`config.mk`:
```
export PLATFORM = sky130hd
export DESIGN_NAME = cmd_stream_encoder
export DESIGN_NICKNAME = d
export VERILOG_FILES = /design/src/rtl/cmd_stream_encoder_pkg.sv /design/src/rtl/cmd_stream_encoder_pair_fifo.sv /design/src/rtl/cmd_stream_encoder.sv
export SDC_FILE = /design/constraint.sdc
export NUM_CORES = 1
export LEC_CHECK = 0
export ABC_CLOCK_PERIOD_IN_PS = 12210
export CAP_MARGIN = 20
export CELL_PAD_IN_SITES_DETAIL_PLACEMENT = 0
export CELL_PAD_IN_SITES_GLOBAL_PLACEMENT = 1
export CORE_MARGIN = 2
export CORE_UTILIZATION = 58
export CTS_CLUSTER_SIZE = 28
export DETAILED_ROUTE_END_ITERATION = 8
export DONT_BUFFER_PORTS = 1
export GPL_TIMING_DRIVEN = 0
export PLACE_DENSITY = 0.85
export RECOVER_POWER = 50
export SKIP_CTS_REPAIR_TIMING = 1
export SYNTH_ARGS = -nofsm -noshare
export SYNTH_HDL_FRONTEND = slang
export SYNTH_SLANG_ARGS = --single-unit
```
`constraint.sdc`:
```
create_clock -name clk -period 12.21 [get_ports clk]
set_clock_uncertainty 0.15 [all_clocks]
set_input_delay 1.221 -clock clk [delete_from_list [all_inputs] [get_ports clk]]
set_output_delay 1.221 -clock clk [all_outputs]
set_load 0.02 [all_outputs]
```
`src/rtl/cmd_stream_encoder_pkg.sv`:
```
// Shared constants and state encoding for the command stream encoder.
package cmd_stream_encoder_pkg;

    // Tag carried in bits [27:20] of every header word
    localparam logic [7:0] HDR_TAG    = 8'h64;

    // Header subtypes carried in bits [19:16]
    localparam logic [3:0] HDR_COUNT  = 4'h0;
    localparam logic [3:0] HDR_OUTCNT = 4'h1;
    localparam logic [3:0] HDR_SIZE   = 4'h2;

    // Op type that produces one output word at the receiver
    localparam logic [3:0] OP_Y       = 4'h3;

    // FIFO entry width: {is_y, op_word, op_data}
    localparam int unsigned ENTRY_W   = 65;

    typedef enum logic [2:0] {
        StIdle,
        StSize,
        StOcnt,
        StCount,
        StOpw,
        StDatw
    } state_e;

endpackage

```
`src/rtl/cmd_stream_encoder_pair_fifo.sv`:
```
// Pair FIFO: DEPTH entries, combinational head, occupancy count.
module cmd_stream_encoder_pair_fifo #(
    parameter int unsigned DEPTH = 8,
    parameter int unsigned AW    = 3,
    parameter int unsigned W     = 65
) (
    input  logic          clk,
    input  logic          clear,
    input  logic          push,
    input  logic [W-1:0]  wdata,
    input  logic          pop,
    output logic [W-1:0]  rdata,
    output logic          full,
    output logic          empty,
    output logic [AW:0]   fcount
);

    logic [W-1:0]  mem_q [DEPTH];
    logic [AW-1:0] wr_ptr_q, rd_ptr_q;
    logic [AW:0]   fcount_q, fcount_d;
    logic          do_push, do_pop;

    assign full    = (fcount_q == (AW+1)'(DEPTH));
    assign empty   = (fcount_q == '0);
    assign fcount  = fcount_q;
    assign rdata   = mem_q[rd_ptr_q];

    // A push into a full FIFO is still taken if a pop frees a slot this cycle
    assign do_pop  = pop && !empty;
    assign do_push = push && (!full || do_pop);

    // Occupancy next-state
    always_comb begin
        fcount_d = fcount_q;
        case ({do_push, do_pop})
            2'b10:   fcount_d = fcount_q + 1'b1;
            2'b01:   fcount_d = fcount_q - 1'b1;
            default: fcount_d = fcount_q;
        endcase
    end

    // Pointer and occupancy registers
    always_ff @(posedge clk or posedge clear) begin
        if (clear) begin
            wr_ptr_q <= '0;
            rd_ptr_q <= '0;
            fcount_q <= '0;
        end else begin
            if (do_push) wr_ptr_q <= wr_ptr_q + 1'b1;
            if (do_pop)  rd_ptr_q <= rd_ptr_q + 1'b1;
            fcount_q <= fcount_d;
        end
    end

    // Storage; contents are don't-care while empty so no reset
    always_ff @(posedge clk) begin
        if (do_push) mem_q[wr_ptr_q] <= wdata;
    end

endmodule

```
`src/rtl/cmd_stream_encoder.sv`:
```
// Frames buffered (op, data) pairs into header-prefixed batches on one stream.
module cmd_stream_encoder
    import cmd_stream_encoder_pkg::*;
#(
    parameter int unsigned DEPTH = 8,
    parameter int unsigned AW    = 3
) (
    input  logic        clk,
    input  logic        clear,
    input  logic [31:0] op_word,
    input  logic [31:0] op_data,
    input  logic        op_valid,
    output logic        op_ready,
    input  logic        flush,
    input  logic [8:0]  size_cfg,
    input  logic        size_valid,
    output logic [31:0] stream_word,
    output logic        stream_valid,
    input  logic        stream_ready,
    output logic        busy
);

    state_e               state_q, state_d;
    logic [AW:0]          ycnt_q, ycnt_d;
    logic [AW:0]          n_q, y_q, remaining_q;
    logic [8:0]           size_reg_q, size_hdr_q;
    logic                 size_pend_q;
    logic [ENTRY_W-1:0]   head;
    logic                 full, empty;
    logic [AW:0]          fcount;
    logic                 push, pop, xfer, batch_go;

    assign op_ready = !full;
    assign push     = op_valid && op_ready;
    assign xfer     = stream_valid && stream_ready;
    assign pop      = (state_q == StDatw) && xfer;
    assign batch_go = (flush || full) && !empty;

    cmd_stream_encoder_pair_fifo #(
        .DEPTH (DEPTH),
        .AW    (AW),
        .W     (ENTRY_W)
    ) u_pair_fifo (
        .clk    (clk),
        .clear  (clear),
        .push   (push),
        .wdata  ({op_word[3:0] == OP_Y, op_word, op_data}),
        .pop    (pop),
        .rdata  (head),
        .full   (full),
        .empty  (empty),
        .fcount (fcount)
    );

    // Count of output-producing ops currently held in the FIFO
    always_comb begin
        ycnt_d = ycnt_q;
        case ({push && (op_word[3:0] == OP_Y), pop && head[ENTRY_W-1]})
            2'b10:   ycnt_d = ycnt_q + 1'b1;
            2'b01:   ycnt_d = ycnt_q - 1'b1;
            default: ycnt_d = ycnt_q;
        endcase
    end

    // State register
    always_ff @(posedge clk or posedge clear) begin
        if (clear) state_q <= StIdle;
        else       state_q <= state_d;
    end

    // Next-state: a pending size header wins over starting a batch
    always_comb begin
        state_d = state_q;
        unique case (state_q)
            StIdle: begin
                if (size_pend_q)   state_d = StSize;
                else if (batch_go) state_d = (ycnt_q != '0) ? StOcnt : StCount;
            end
            StSize:  if (xfer) state_d = StIdle;
            StOcnt:  if (xfer) state_d = StCount;
            StCount: if (xfer) state_d = StOpw;
            StOpw:   if (xfer) state_d = StDatw;
            StDatw:  if (xfer) state_d = (remaining_q == (AW+1)'(1)) ? StIdle : StOpw;
            default: state_d = StIdle;
        endcase
    end

    // Batch snapshot, remaining counter, size bookkeeping, output-count tracking
    always_ff @(posedge clk or posedge clear) begin
        if (clear) begin
            ycnt_q      <= '0;
            n_q         <= '0;
            y_q         <= '0;
            remaining_q <= '0;
            size_reg_q  <= '0;
            size_hdr_q  <= '0;
            size_pend_q <= 1'b0;
        end else begin
            ycnt_q <= ycnt_d;
            if (state_q == StIdle && !size_pend_q && batch_go) begin
                n_q <= fcount;
                y_q <= ycnt_q;
            end
            if (state_q == StCount && xfer) remaining_q <= n_q;
            else if (pop)                   remaining_q <= remaining_q - 1'b1;
            // Freeze the presented size so a new strobe cannot alter a held word
            if (state_q == StIdle && size_pend_q) size_hdr_q <= size_reg_q;
            if (size_valid) begin
                size_reg_q  <= size_cfg;
                size_pend_q <= 1'b1;
            end else if (state_q == StSize && xfer) begin
                size_pend_q <= 1'b0;
            end
        end
    end

    // Outputs decoded from registered state and FIFO head; stable until a transfer
    always_comb begin
        stream_word  = '0;
        stream_valid = 1'b0;
        busy         = 1'b0;
        unique case (state_q)
            StIdle: ;
            StSize: begin
                stream_word  = {4'h0, HDR_TAG, HDR_SIZE, 7'b0, size_hdr_q};
                stream_valid = 1'b1;
            end
            StOcnt: begin
                stream_word  = {4'h0, HDR_TAG, HDR_OUTCNT, {(15 - AW){1'b0}}, y_q};
                stream_valid = 1'b1;
                busy         = 1'b1;
            end
            StCount: begin
                stream_word  = {4'h0, HDR_TAG, HDR_COUNT, {(15 - AW){1'b0}}, n_q};
                stream_valid = 1'b1;
                busy         = 1'b1;
            end
            StOpw: begin
                stream_word  = head[63:32];
                stream_valid = 1'b1;
                busy         = 1'b1;
            end
            StDatw: begin
                stream_word  = head[31:0];
                stream_valid = 1'b1;
                busy         = 1'b1;
            end
            default: ;
        endcase
    end

endmodule

```
## Word-level counts from Yosys, hierarchy flattened

Memory sizes are Yosys's and may differ from the RTL's.
Cells that the tools add are included.
Widths: inputs -> output; s select.

| storage, ports and cells | value |
|---|---|
| flip-flop bits (word level) | 48 |
| bits of input ports | 79 |
| output and inout port bits | 35 |
| memories | 1 |
| word-level logic and storage cells | 86 |
| memory bits (writable) | 520 |

| operators by class | value |
|---|---|
| $add $sub $neg | 7 |
| reductions and logical operators | 28 |
| mux-type cells | 21 |
| equality and inequality tests | 18 |

Memories:

| memory | words | bits a word | read ports | clocked after memory_dff | wr ports | line | source |
|---|---|---|---|---|---|---|---|
| u_pair_fifo.mem_q | 8 | 65 | 1 | 0 | 1 | cmd_stream_encoder_pair_fifo.sv:18 | `logic [W-1:0] mem_q [DEPTH];` |

Operator list:

| cell | count |
|---|---|
| $pmux 32 s5 | 1 |
| $mux 3 | 8 |
| $pmux 3 s6 | 1 |
| $pmux 4 s2 | 2 |
| $logic_and 1x1->1 | 13 |
| $sub 4x1->4 const B | 3 |
| $ne 2x2->1 const B | 5 |
| $add 4x1->4 const B | 2 |
| $mux 4 | 2 |
| $reduce_bool 2->1 | 4 |
| $mux 1 | 7 |
| $add 3x1->3 const B | 2 |
| $eq 3x2->1 const B | 2 |
| $eq 3x3->1 const B | 2 |
| $reduce_and 6->1 | 1 |
| $reduce_or 5->1 | 1 |
| $eq 2x1->1 const B | 2 |
| $eq 2x2->1 const B | 2 |
| $eq 4x1->1 const B | 1 |
| $eq 4x2->1 const B | 1 |
| $eq 4x4->1 const B | 1 |
| $logic_not 4->1 | 1 |
| $reduce_bool 4->1 | 1 |
| $reduce_or 4->1 | 1 |
| other kinds (5) | 8 |

## Longest topological paths before layout

Gate-level depths: netlist (run 1).

| logic depth | value |
|---|---|
| word-level depth | 10 |
| mapped depth | 12 |
| mapped depth without buffers | 10 |

## Cells and area by module

Synthesis (run 1) repeated with hierarchy kept, for this count alone.

| second synthesis, totals | value |
|---|---|
| cells, all modules | 1073 |
| area, all modules | 22610.4 um2 |

By module, submodules not included:

| module | area an instance (um2) | cells an instance | seq. area each (um2) | times used |
|---|---|---|---|---|
| cmd_stream_encoder_pair_fifo | 20158.1 | 824 | 15865.2 | 1 |
| cmd_stream_encoder | 2452.4 | 249 | 950.9 | 1 |

## Worst setup path before layout (run 1)

No wires, ideal clock.

| timing path | value |
|---|---|
| path type | input -> register |
| from | input port op_valid |
| to | memory u_pair_fifo.mem_q[0][0], enable pin |
| arrival | 5971 ps |
| stages | 3 |
| setup slack | 5521 ps |
| data required time | 11492 ps |
| path through | and2_1 > nand2b_1 > nor3_1 |

| on the way | value |
|---|---|
| longest elaborated chain between the ends | 4 |

RTL lines:

| what | line | source |
|---|---|---|
| start, declared | cmd_stream_encoder.sv:12 | `input logic op_valid,` |
| $logic_and 1x1->1 | cmd_stream_encoder.sv:34 | `assign push = op_valid && op_ready;` |
| $logic_and 1x1->1 | cmd_stream_encoder_pair_fifo.sv:30 | `assign do_push = push && (!full \|\| do_pop);` |
| $mux 1 | cmd_stream_encoder_pair_fifo.sv:57 | `if (do_push) mem_q[wr_ptr_q] <= wdata;` |
| $mux 1 (not written as such) | cmd_stream_encoder_pair_fifo.sv:57 |  |
| end, declared | cmd_stream_encoder_pair_fifo.sv:18 |  |

Every way passes these cells.

## Worst setup path in the final report (run 1)

| timing path | value |
|---|---|
| from | register state_q[2] |
| to | output port stream_word[27] |

| on the way | value |
|---|---|
| longest elaborated chain between the ends | 2 |
| elaborated cells on any way between the ends | 6 |
| classes of those cells | 5 x eq/ne; 1 x mux |

RTL lines:

| what | line | source |
|---|---|---|
| start, declared | cmd_stream_encoder.sv:23 | `state_e state_q, state_d;` |
| start signal, assigned | cmd_stream_encoder.sv:67 | `if (clear) state_q <= StIdle;` |
| start signal, assigned | cmd_stream_encoder.sv:68 | `else state_q <= state_d;` |
| $eq 3x3->1, or another cell as far along | cmd_stream_encoder.sv:122 | `unique case (state_q)` |
| $pmux 32 s5 (*) | cmd_stream_encoder.sv:122 |  |
| end, declared | cmd_stream_encoder.sv:17 | `output logic [31:0] stream_word,` |

Mark *: on every way between the ends. The rest lies on a longest branch, timed or not.

==> metrics, run 1 <==
status=complete, no violations; highest-count cells in the layout ignoring fill and taps=sky130_fd_sc_hd__edfxtp_1, sky130_fd_sc_hd__mux2i_1, sky130_fd_sc_hd__mux4_2; syn avg cell area=between 15 and 20 µm²; root buffer cell=sky130_fd_sc_hd__clkbuf_16; Min-Delay Path Class=register to register; Worst VDD drop=about 0.00013 V; max_slew headroom=between 10 and 15%; net count reported at finish=approximately 1400; endpoint class of the critical path=output port; count of final max-slew check failures=0; post-synthesis simple-gate area fraction=3.90%; leading post-synthesis cells by cell area=sky130_fd_sc_hd__edfxtp_1, sky130_fd_sc_hd__mux4_2, sky130_fd_sc_hd__mux2i_1; number of diodes added for antenna fixing=0; fraction of layout cells with a size suffix above 1=20.4%; final critical-path required period=approximately 5600 ps; fraction of registers with async set or reset after synthesis=approximately 8.5%; detailed-route via count=between 10000 and 15000; share of cell area taken by muxes after synthesis=roughly 14%; post-detailed-placement half-perimeter wirelength=33.6 mm; P_int=~3.9 mW; Post-synth EDFFs=520; die boundary height=between 200 and 250 µm; Psw=roughly 1.5 mW; growth of design area from synthesis to finish=13.6%; source-to-sink clock delay at the later pin of the worst-skew pair=just over 600 ps; number of instances in the synthesized netlist=1214; clock network fraction of total power=a little under a third; leading area contributor after synthesis=sky130_fd_sc_hd__edfxtp_1; kind of start point of the critical path=register; TritonCTS sink count=around 570; largest fanout on the critical path=10; RSZ-0062 raised after global routing=no; flip-flop and latch count after synthesis=about 570; DR pass1 iterations=6; TritonCTS clock tree=built; CTS Buf Count=55; number of endpoints with negative hold slack in the final report=0; critical path data arrival time=approximately 4200 ps; Cells after DPL=~1800; placeable core area=between 30000 and 40000 µm²; mean number of vias per cell=6.33; CP required=roughly 11000 ps; most frequent standard cell in the layout excluding fill and tap cells=sky130_fd_sc_hd__edfxtp_1; standard-cell rows=72; worst setup path category=register to output port; synthesized-area fraction occupied by adder cells=0.697%; average wire length per cell after detail routing=between 20 and 30 µm; distinct cell type count after synthesis=55; number of H-tree levels=2; final setup violating endpoints=0; P per Cell Area=between 200 and 250 nW/µm²; post-synth net total=~1300; number of global-route vias before repair=12300; setup_tns=0 ps; number of filler cells placed in the layout=between 2000 and 3000; main combinational cell family by area after synthesis=multiplexers; achievable clock frequency=179 MHz; xor/xnor cell area share of the yosys netlist=0.426%; Reg power frac=a little under half; Initial Utilization=around three fifths; antenna violations before repair=0; measured slew at the worst slew-check pin=~1300 ps; top-area cell type share of the netlist area=69.1%; Iteration-0 DRC Markers=between 1000 and 1500; buffers from clock root to sink, at most=3; drt total wl=~52 mm; max-cap violations=0; Net Sw Frac=~28%; predominant post-synthesis flop cell=sky130_fd_sc_hd__edfxtp_1; Leak Pwr=between 8 and 9 nW; clock transition at the registers of the reported paths=approximately 60 ps; number of antenna-violating nets in the routed design=0; final cell count without fillers=~1900; count of pins on the block boundary=114; weighted congestion reported at the end of routability-driven placement=0.800; share of the clock period used by the worst path after layout=a little under half; Compound-Gate Fraction of Synth Area=4.33%; share of synthesized area occupied by flip-flops and latches=74.4%; first-pass GRT wire length=78.0 mm; gr ovfl total=0; DRC=0; yosys warns=0; combinational cell fraction of total power=between 20 and 25%; post-synth design cell area=approximately 23000 µm²; floorplan die area=40600 µm²; quantity of I/O buffers inserted on ports=0; largest net degree at the start of global routing=28; total routing usage reported by global routing=between 20% and 30%; die width=about 200 µm
-- power groups by stage --
stage	clock [mW]	combinational [mW]	sequential, mW
detailed placement	0	1.22	2.59
finish	1.71	1.21	2.56
floorplan	0	0.827	2.58
CTS	1.73	1.23	2.56
global placement	0	1.10	2.64
global route	1.80	1.30	2.58
-- logic make-up after synthesis --
family / count (synthesis)
AOI/OAI and AO/OA: 140
muxes: 232
adders and majority gates: 12
xor gates and xnor gates: 11
and+or+nand+nor: 166
DFF: 568
buffers and inverters: 85
-- cell usage after synthesis (all sizes together) (9+ instances only) --
library cell	instances
a22oi	48
a21oi	15
buf	49
edfxtp	520
mux2i	126
nor3	25
mux4	69
o211ai	23
o21ai	9
nand2	28
ha	11
clkbuf	19
nor2	33
inv	17
mux2	37
dfrtp	48
nand3	37
o22ai	24
-- stage by stage --
step	setup WS [ps]	area (µm²)	hold WS [ps]	power, mW	util, %
after floorplan	5520	22600	309	3.41	-
final	6630	25700	340	5.47	66.6
after global placement	1140	23300	322	3.74	60.3
after detailed placement	7580	23900	326	3.81	61.9
after CTS	6920	25700	339	5.51	66.6
after global routing	6310	25700	355	5.68	66.6
-- flip-flops by register name (all words and copies together), names as in the netlist --
signal                count
remaining_q               4
u_pair_fifo.fcount        4
ycnt_q                    4
state_q                   3
size_pend_q               1
size_hdr_q                9
u_pair_fifo.wr_ptr_q      3
u_pair_fifo.mem_q       520
n_q                       4
u_pair_fifo.rd_ptr_q      3
y_q                       4
size_reg_q                9
-- cell type report --
type                            instances  area (µm²)  area share, %
Timing Repair Buffer                   32         534           2.08
Clock buffer                           66        1460           5.68
Multi-Input combinational cell        561        5400           21.0
Inverter                               17        63.8          0.249
Tap cell                              518         648           2.53
Buffer                                 68         370           1.44
Clock inverter                         38         379           1.48
Sequential cell                       568       16800           65.5
-- worst paths after layout --
path                                       start                        to  slack [ps]  depth (start not counted)
setup reg to reg           u_pair_fifo.fcount[1]  u_pair_fifo.mem_q[1][56]        8640                          9
min in group asynchronous                  clear   u_pair_fifo.rd_ptr_q[1]         540                          1
hold reg to reg                           y_q[3]                    y_q[3]         340                          1
max in group asynchronous                  clear             size_hdr_q[4]        9620                          2
setup / recovery                      state_q[2]           stream_word[27]        6630                          8
hold / removal                            y_q[3]                    y_q[3]         340                          1
-- worst max-delay path: stages (launching register included) --
cell and delay (ps):
sky130_fd_sc_hd__dfrtp_1 320, sky130_fd_sc_hd__clkbuf_1 330, sky130_fd_sc_hd__inv_1 130, sky130_fd_sc_hd__ha_1 410
sky130_fd_sc_hd__nor4bb_1 710, sky130_fd_sc_hd__buf_2 420, sky130_fd_sc_hd__clkbuf_1 680, sky130_fd_sc_hd__nand3_1 230
sky130_fd_sc_hd__o211ai_1 370
-- per-layer routing --
metal | share of wire, % | global-route usage [%] | wire, µm | vias to the layer above
li1 | - | - | - | 5100
met1 | 38 | 35.0 | 20000 | 6061
met2 | 50 | 42.7 | 25900 | 571
met3 | 8.9 | 6.61 | 4660 | 92
met4 | 3.0 | 9.11 | 1560 | 0
met5 | 0 | 0 | 0 | -
Power figures use the tool's default switching activity.
==> run 2: changes to the inputs <==
--- a/config.mk
+++ b/config.mk
@@ -5,17 +5,17 @@
 export SDC_FILE = /design/constraint.sdc
 export NUM_CORES = 1
 export LEC_CHECK = 0
-export ABC_CLOCK_PERIOD_IN_PS = 12210
+export ABC_CLOCK_PERIOD_IN_PS = 5300
 export CAP_MARGIN = 20
 export CELL_PAD_IN_SITES_DETAIL_PLACEMENT = 0
 export CELL_PAD_IN_SITES_GLOBAL_PLACEMENT = 1
 export CORE_MARGIN = 2
-export CORE_UTILIZATION = 58
+export CORE_UTILIZATION = 55
 export CTS_CLUSTER_SIZE = 28
 export DETAILED_ROUTE_END_ITERATION = 8
 export DONT_BUFFER_PORTS = 1
 export GPL_TIMING_DRIVEN = 0
-export PLACE_DENSITY = 0.85
+export PLACE_DENSITY = 0.81
 export RECOVER_POWER = 50
 export SKIP_CTS_REPAIR_TIMING = 1
 export SYNTH_ARGS = -nofsm -noshare
==> constraint.sdc (replaced) <==
create_clock -name clk -period 5.3 [get_ports clk]
set_clock_uncertainty 0.15 [all_clocks]
set_input_delay 0.53 -clock clk [delete_from_list [all_inputs] [get_ports clk]]
set_output_delay 0.53 -clock clk [all_outputs]
set_load 0.02 [all_outputs]
==> run 2 against run 1 <==
The flow now finishes with violations (max-capacitance violations, max-slew violations). Setup slack lost 6100 ps. Critical path depth stayed put. Clock power grew 150%. First-iteration DRC count down 2.9%. Clock-buffer cell count increased by 4. Core utilization fell by 1.0 points. Wire length grew 1.0%. Die area is 5.3% higher. Sequential power grew 130%.
==> metrics, run 2 (synthesis gave the netlist of run 1 again) <==
status=finished, violations left; failing checks=max-capacitance violations, max-slew violations; Detail Route met2 WL=26.0 mm (+0.75%); final setup violating endpoints=0 (unchanged); root buffer cell=sky130_fd_sc_hd__clkbuf_16; max_slew headroom=-14.9% (-25 points); number of H-tree levels=2 (unchanged); P_int=9.46 mW (+140%); worst setup path category=register to output port; growth of design area from synthesis to finish=18.2%; gr ovfl total=0 (unchanged); WL met1=21.2 mm (+5.8%); cell count of the worst reg-to-reg path=10 (+1); net count reported at finish=1466 (+5.2%); Max Used Layer=met5; Psw=3.64 mW (+140%); TritonCTS sink count=568 (unchanged); DR pass1 iterations=5 (-1); Min-Delay Path Class=input port to register; endpoint class of the critical path=output port; highest-count cells in the layout ignoring fill and taps=sky130_fd_sc_hd__edfxtp_1, sky130_fd_sc_hd__mux2i_1, sky130_fd_sc_hd__dlygate4sd3_1; number of antenna-violating nets in the routed design=0 (unchanged); Leak Pwr=8.62 nW (+5.1%); largest fanout on the critical path=10 (unchanged); P per Cell Area=490 nW/µm² (+130%); number of filler cells placed in the layout=2746 (+6.8%); Final Power=13.1 mW (+140%); most frequent standard cell in the layout excluding fill and tap cells=sky130_fd_sc_hd__edfxtp_1; number of endpoints with negative hold slack in the final report=0 (unchanged); kind of start point of the critical path=register; antenna violations before repair=3 (+3); quantity of I/O buffers inserted on ports=0 (unchanged); fraction of layout cells with a size suffix above 1=19.1% (-1.3 points); Net Sw Frac=27.8% (-0.46 points); TritonCTS clock tree=built; max-cap violations=1 (+1); count of pins on the block boundary=114 (unchanged); largest net degree at the start of global routing=33 (+18%); source-to-sink clock delay at the later pin of the worst-skew pair=620 ps (about the same); critical path data arrival time=4090 ps (-120 ps); count of final max-slew check failures=33 (+33); achievable clock frequency=between 200 and 250 MHz; buffers from clock root to sink, at most=3 (unchanged); CP required=4620 ps (-6220 ps); detailed-route via count=12000 (+1.7%); clock network fraction of total power=32.6% (+1.4 points); Worst VDD drop=0.000349 V (+180%); share of the clock period used by the worst path after layout=between 90% and 100%; total area of multi-input combinational cells=5410 µm² (+0.23%); drt total wl=52.6 mm (+1.0%); worst hold slack=3.45 ps (-336 ps); first-pass GRT wire length=77.3 mm (-0.82%); floorplan die area=42700 µm² (+5.3%); Cells after DPL=1773 (+0.51%); post-detailed-placement half-perimeter wirelength=33.4 mm (-0.74%); DRC=0 (unchanged); CTS Buf Count=57 (+3.6%); die boundary height=207 µm (+2.6%); standard-cell rows=74 (+2.8%); final cell count without fillers=1955 (+4.7%); largest registers=u_pair_fifo.mem_q x520, size_hdr_q x9, size_reg_q x9; met3 wire length=3.87 mm (-17%); measured slew at the worst slew-check pin=1720 ps (+376 ps); mean number of vias per cell=6.15 (-2.8%); Reg area=16800 µm² (unchanged); number of cells on the worst hold path=2 (+1); average wire length per cell after detail routing=26.9 µm (-3.5%); number of global-route vias before repair=12100 (-1.5%); die width=207 µm (+2.6%); Initial Utilization=55.5% (-3.1 points); Iteration-0 DRC Markers=1126 (-2.9%); clock transition at the registers of the reported paths=60 ps (about the same); total routing usage reported by global routing=25.2% (-1.1 points); number of flip-flops under the largest register name=520 (unchanged); final critical-path required period=~4800 ps; Reg power frac=45.0% (-1.7 points); placeable core area=40700 µm² (+5.7%); weighted congestion reported at the end of routability-driven placement=0.809 (+1.1%); combinational cell fraction of total power=22.5% (+0.4 points); RSZ-0062 raised after global routing=no; Biggest register=u_pair_fifo.mem_q
run 2: critical path: stages, from the launching register on:
cell and delay, ps:
sky130_fd_sc_hd__dfrtp_1 320, sky130_fd_sc_hd__buf_4 160, sky130_fd_sc_hd__inv_1 70, sky130_fd_sc_hd__ha_1 390, sky130_fd_sc_hd__nor4bb_1 810, sky130_fd_sc_hd__buf_2 450, sky130_fd_sc_hd__clkbuf_1 710, sky130_fd_sc_hd__nand3_1 220
sky130_fd_sc_hd__o211ai_1 350
run 2: path summary, 6_finish.rpt:
path                              start  slack (ps)               endpoint
min in group asynchronous         clear         330  u_pair_fifo.fcount[1]
max reg2reg                  state_q[1]        1870  u_pair_fifo.fcount[2]
min                        stream_ready           3             state_q[0]
max in group asynchronous         clear        2640          size_hdr_q[7]
max                          state_q[2]         530        stream_word[27]
min reg2reg                      y_q[3]         340                 y_q[3]
run 2: area by class of cell:
cell class / instances / share of cell area (%)
repair buffers: 102 / 5.18
plain buffers: 68 / 1.41
clock buffers: 70 / 5.60
inverters: 17 / 0.239
multi-input cells: 561 / 20.2
clock inverters: 36 / 1.87
diodes: 1 / 0.00937
well taps: 532 / 2.49
flip-flops and latches: 568 / 63.0
run 2: routing by layer:
| layer | global-route usage (%) | vias to the layer above |
|---|---|---|
| li1 | - | 5240 |
| met1 | 33.9 | 6187 |
| met2 | 41.3 | 482 |
| met3 | 5.48 | 112 |
| met4 | 8.33 | 4 |
| met5 | 0 | - |
run 2: through the flow:
stage | TNS (ps) | util, % | setup slack [ps] | area (µm²)
after global placement | -1151540 | 57.1 | -2490 | 23300
after CTS | 0 | 63.8 | 628 | 26000
after global routing | 0 | 65.6 | 431 | 26700
after detailed placement | 0 | 58.9 | 1340 | 24000
after floorplan | 0 | - | 722 | 22600
final | 0 | 65.6 | 529 | 26700
run 2: power by group through the flow:
stage               sequential, mW  combinational, mW  clock (mW)
floorplan                     5.94               1.91           0
global placement              6.06               2.56           0
detailed placement            5.97               2.87           0
CTS                           5.89               2.89        4.31
global route                  5.94               3.15        4.49
finish                        5.89               2.94        4.27
==> run 3: changes to the inputs <==
--- a/config.mk
+++ b/config.mk
@@ -11,12 +11,10 @@
 export CELL_PAD_IN_SITES_GLOBAL_PLACEMENT = 1
 export CORE_MARGIN = 2
 export CORE_UTILIZATION = 55
-export CTS_CLUSTER_SIZE = 28
 export DETAILED_ROUTE_END_ITERATION = 8
 export DONT_BUFFER_PORTS = 1
 export GPL_TIMING_DRIVEN = 0
 export PLACE_DENSITY = 0.81
-export RECOVER_POWER = 50
 export SKIP_CTS_REPAIR_TIMING = 1
 export SYNTH_ARGS = -nofsm -noshare
 export SYNTH_HDL_FRONTEND = slang
==> run 3 against run 2 <==
The run now ends clean. Core utilization rose by 0.058 points. Die area did not move. Global-route usage did not move. Setup slack improved by 14 ps. Design area barely moved.
==> metrics, run 3 (synthesis gave the netlist of run 1 again) <==
status=complete, no violations; root buffer cell=sky130_fd_sc_hd__clkbuf_16; final setup violating endpoints=0 (unchanged); number of flip-flops under the largest register name=520 (unchanged); total area of multi-input combinational cells=5410 µm² (about the same); count of pins on the block boundary=114 (unchanged); worst hold slack=7.28 ps (+3.83 ps); measured slew at the worst slew-check pin=1060 ps (-662 ps); quantity of I/O buffers inserted on ports=0 (unchanged); CP required=4620 ps (about the same); Initial Utilization=55.5% (unchanged); max_slew headroom=28.2% (+43 points); post-detailed-placement half-perimeter wirelength=33.4 mm (unchanged); weighted congestion reported at the end of routability-driven placement=0.809 (unchanged); number of global-route vias before repair=12100 (unchanged); DR pass1 iterations=5 (unchanged); cell count of the worst reg-to-reg path=12 (+2); TritonCTS sink count=568 (unchanged); first-pass GRT wire length=77.3 mm (unchanged); largest fanout on the critical path=10 (unchanged); number of antenna-violating nets in the routed design=0 (unchanged); count of final max-slew check failures=0 (-100%); Final Power=13.1 mW (about the same); highest-count cells in the layout ignoring fill and taps=sky130_fd_sc_hd__edfxtp_1, sky130_fd_sc_hd__mux2i_1, sky130_fd_sc_hd__dlygate4sd3_1; antenna violations before repair=3 (unchanged); achievable clock frequency=210 MHz (+0.30%); mean number of vias per cell=6.14 (-0.12%); endpoint class of the critical path=output port; Iteration-0 DRC Markers=1148 (+2.0%); max-cap violations=0 (-1); Max stage delay cell, worst path=sky130_fd_sc_hd__nor4bb_1; DRC=0 (unchanged); worst setup path category=register to output port; Crit path largest cell delay=810 ps (about the same); Reg area=16800 µm² (unchanged); Leak Pwr=8.64 nW (+0.21%); standard-cell rows=74 (unchanged); die width=207 µm (unchanged); detailed-route via count=12000 (-0.12%); most frequent standard cell in the layout excluding fill and tap cells=sky130_fd_sc_hd__edfxtp_1; kind of start point of the critical path=register; growth of design area from synthesis to finish=18.3% (about the same); clock transition at the registers of the reported paths=60 ps (about the same); placeable core area=40700 µm² (unchanged); number of cells on the worst hold path=2 (unchanged); total routing usage reported by global routing=25.2% (unchanged); CTS Buf Count=57 (unchanged); source-to-sink clock delay at the later pin of the worst-skew pair=620 ps (about the same); largest net degree at the start of global routing=33 (unchanged); buffers from clock root to sink, at most=3 (unchanged); Min-Delay Path Class=input port to register; Critical Path, Cell by Cell=buf_4, inv_1, ha_1, nor4bb_1, buf_2, clkbuf_1, nand3_1, o211ai_1; RSZ-0062 raised after global routing=no; average wire length per cell after detail routing=26.9 µm (about the same); final core utilization=65.6% (about the same); net count reported at finish=1466 (unchanged); floorplan die area=42700 µm² (unchanged); critical path data arrival time=4080 ps (about the same); number of endpoints with negative hold slack in the final report=0 (unchanged); worst setup slack before clock tree synthesis=1340 ps (unchanged); TritonCTS clock tree=built; setup_tns=0 ps (unchanged); die boundary height=207 µm (unchanged); Worst VDD drop=0.000350 V (about the same); largest registers=u_pair_fifo.mem_q x520, size_hdr_q x9, size_reg_q x9; crit path setup slack, layout=544 ps (+14.5 ps); fraction of layout cells with a size suffix above 1=19.4% (+0.35 points); P per Cell Area=490 nW/µm² (about the same); share of the clock period used by the worst path after layout=89.7% (-0.27 points); drt total wl=52.7 mm (about the same); gr ovfl total=0 (unchanged); Biggest register=u_pair_fifo.mem_q; number of filler cells placed in the layout=2746 (unchanged); number of H-tree levels=2 (unchanged); final critical-path required period=4760 ps (-14.5 ps)
[run 3: cell count changes in the layout (fill, tap and decap cells not counted)]
| cell | change |
|---|---|
| sky130_fd_sc_hd__nor3b_2 | +1 |
| sky130_fd_sc_hd__nor3b_1 | -1 |
| sky130_fd_sc_hd__and2_1 | +1 |
| sky130_fd_sc_hd__clkbuf_1 | -3 |
| sky130_fd_sc_hd__inv_2 | +1 |
| sky130_fd_sc_hd__and2_0 | -1 |
| sky130_fd_sc_hd__buf_2 | +2 |
| sky130_fd_sc_hd__inv_1 | -1 |
| sky130_fd_sc_hd__buf_12 | +1 |
[run 3: area by class of cell]
class / count / area share [%]
Sequential cell: 568 / 62.9
Multi-Input combinational cell: 561 / 20.2
Clock buffer: 70 / 5.59
Timing Repair Buffer: 102 / 5.23
Tap cell: 532 / 2.49
Clock inverter: 36 / 1.87
Buffer: 68 / 1.41
Inverter: 17 / 0.239
Antenna cell: 1 / 0.00936
[run 3: worst paths after layout]
path | start | end | slack [ps]
hold reg to reg | y_q[3] | y_q[3] | 340
hold / removal | stream_ready | state_q[0] | 7
max in group asynchronous | clear | size_hdr_q[7] | 4260
setup / recovery | state_q[2] | stream_word[23] | 540
setup reg to reg | u_pair_fifo.rd_ptr_q[1] | ycnt_q[3] | 1920
min in group asynchronous | clear | u_pair_fifo.fcount[1] | 240
[run 3: power by group]
part | internal (mW) | switching [mW] | leakage [nW]
registers | 5.63 | 0.252 | 5.30
logic | 1.24 | 1.70 | 2.36
clock network | 2.59 | 1.67 | 0.975
[run 3: stage by stage]
stage | cells | instance area [µm²]
global route | 1954 | 26700
floorplan | 1214 | 22600
finish | 1955 | 26700
global placement | 1746 | 23300
detailed placement | 1773 | 24000
CTS | 1879 | 26000
[run 3: worst max-delay path: cells and delay by family (launching register included)]
kind	cells	cell delay, ps
AO/OA/AOI/OAI	1	370
adder cells (fa/ha/maj)	1	390
flip-flops	1	320
buffers and inverters	4	1380
AND/OR/NAND/NOR	2	990
[run 3: per-layer routing]
metal  share of wire, %  vias to the layer above  global-route usage [%]
li1                   -                     5237                       -
met1                 41                     6219                    33.9
met2                 50                      443                    41.3
met3                6.8                      108                    5.48
met4                2.8                        4                    8.33
met5              0.057                        -                       0
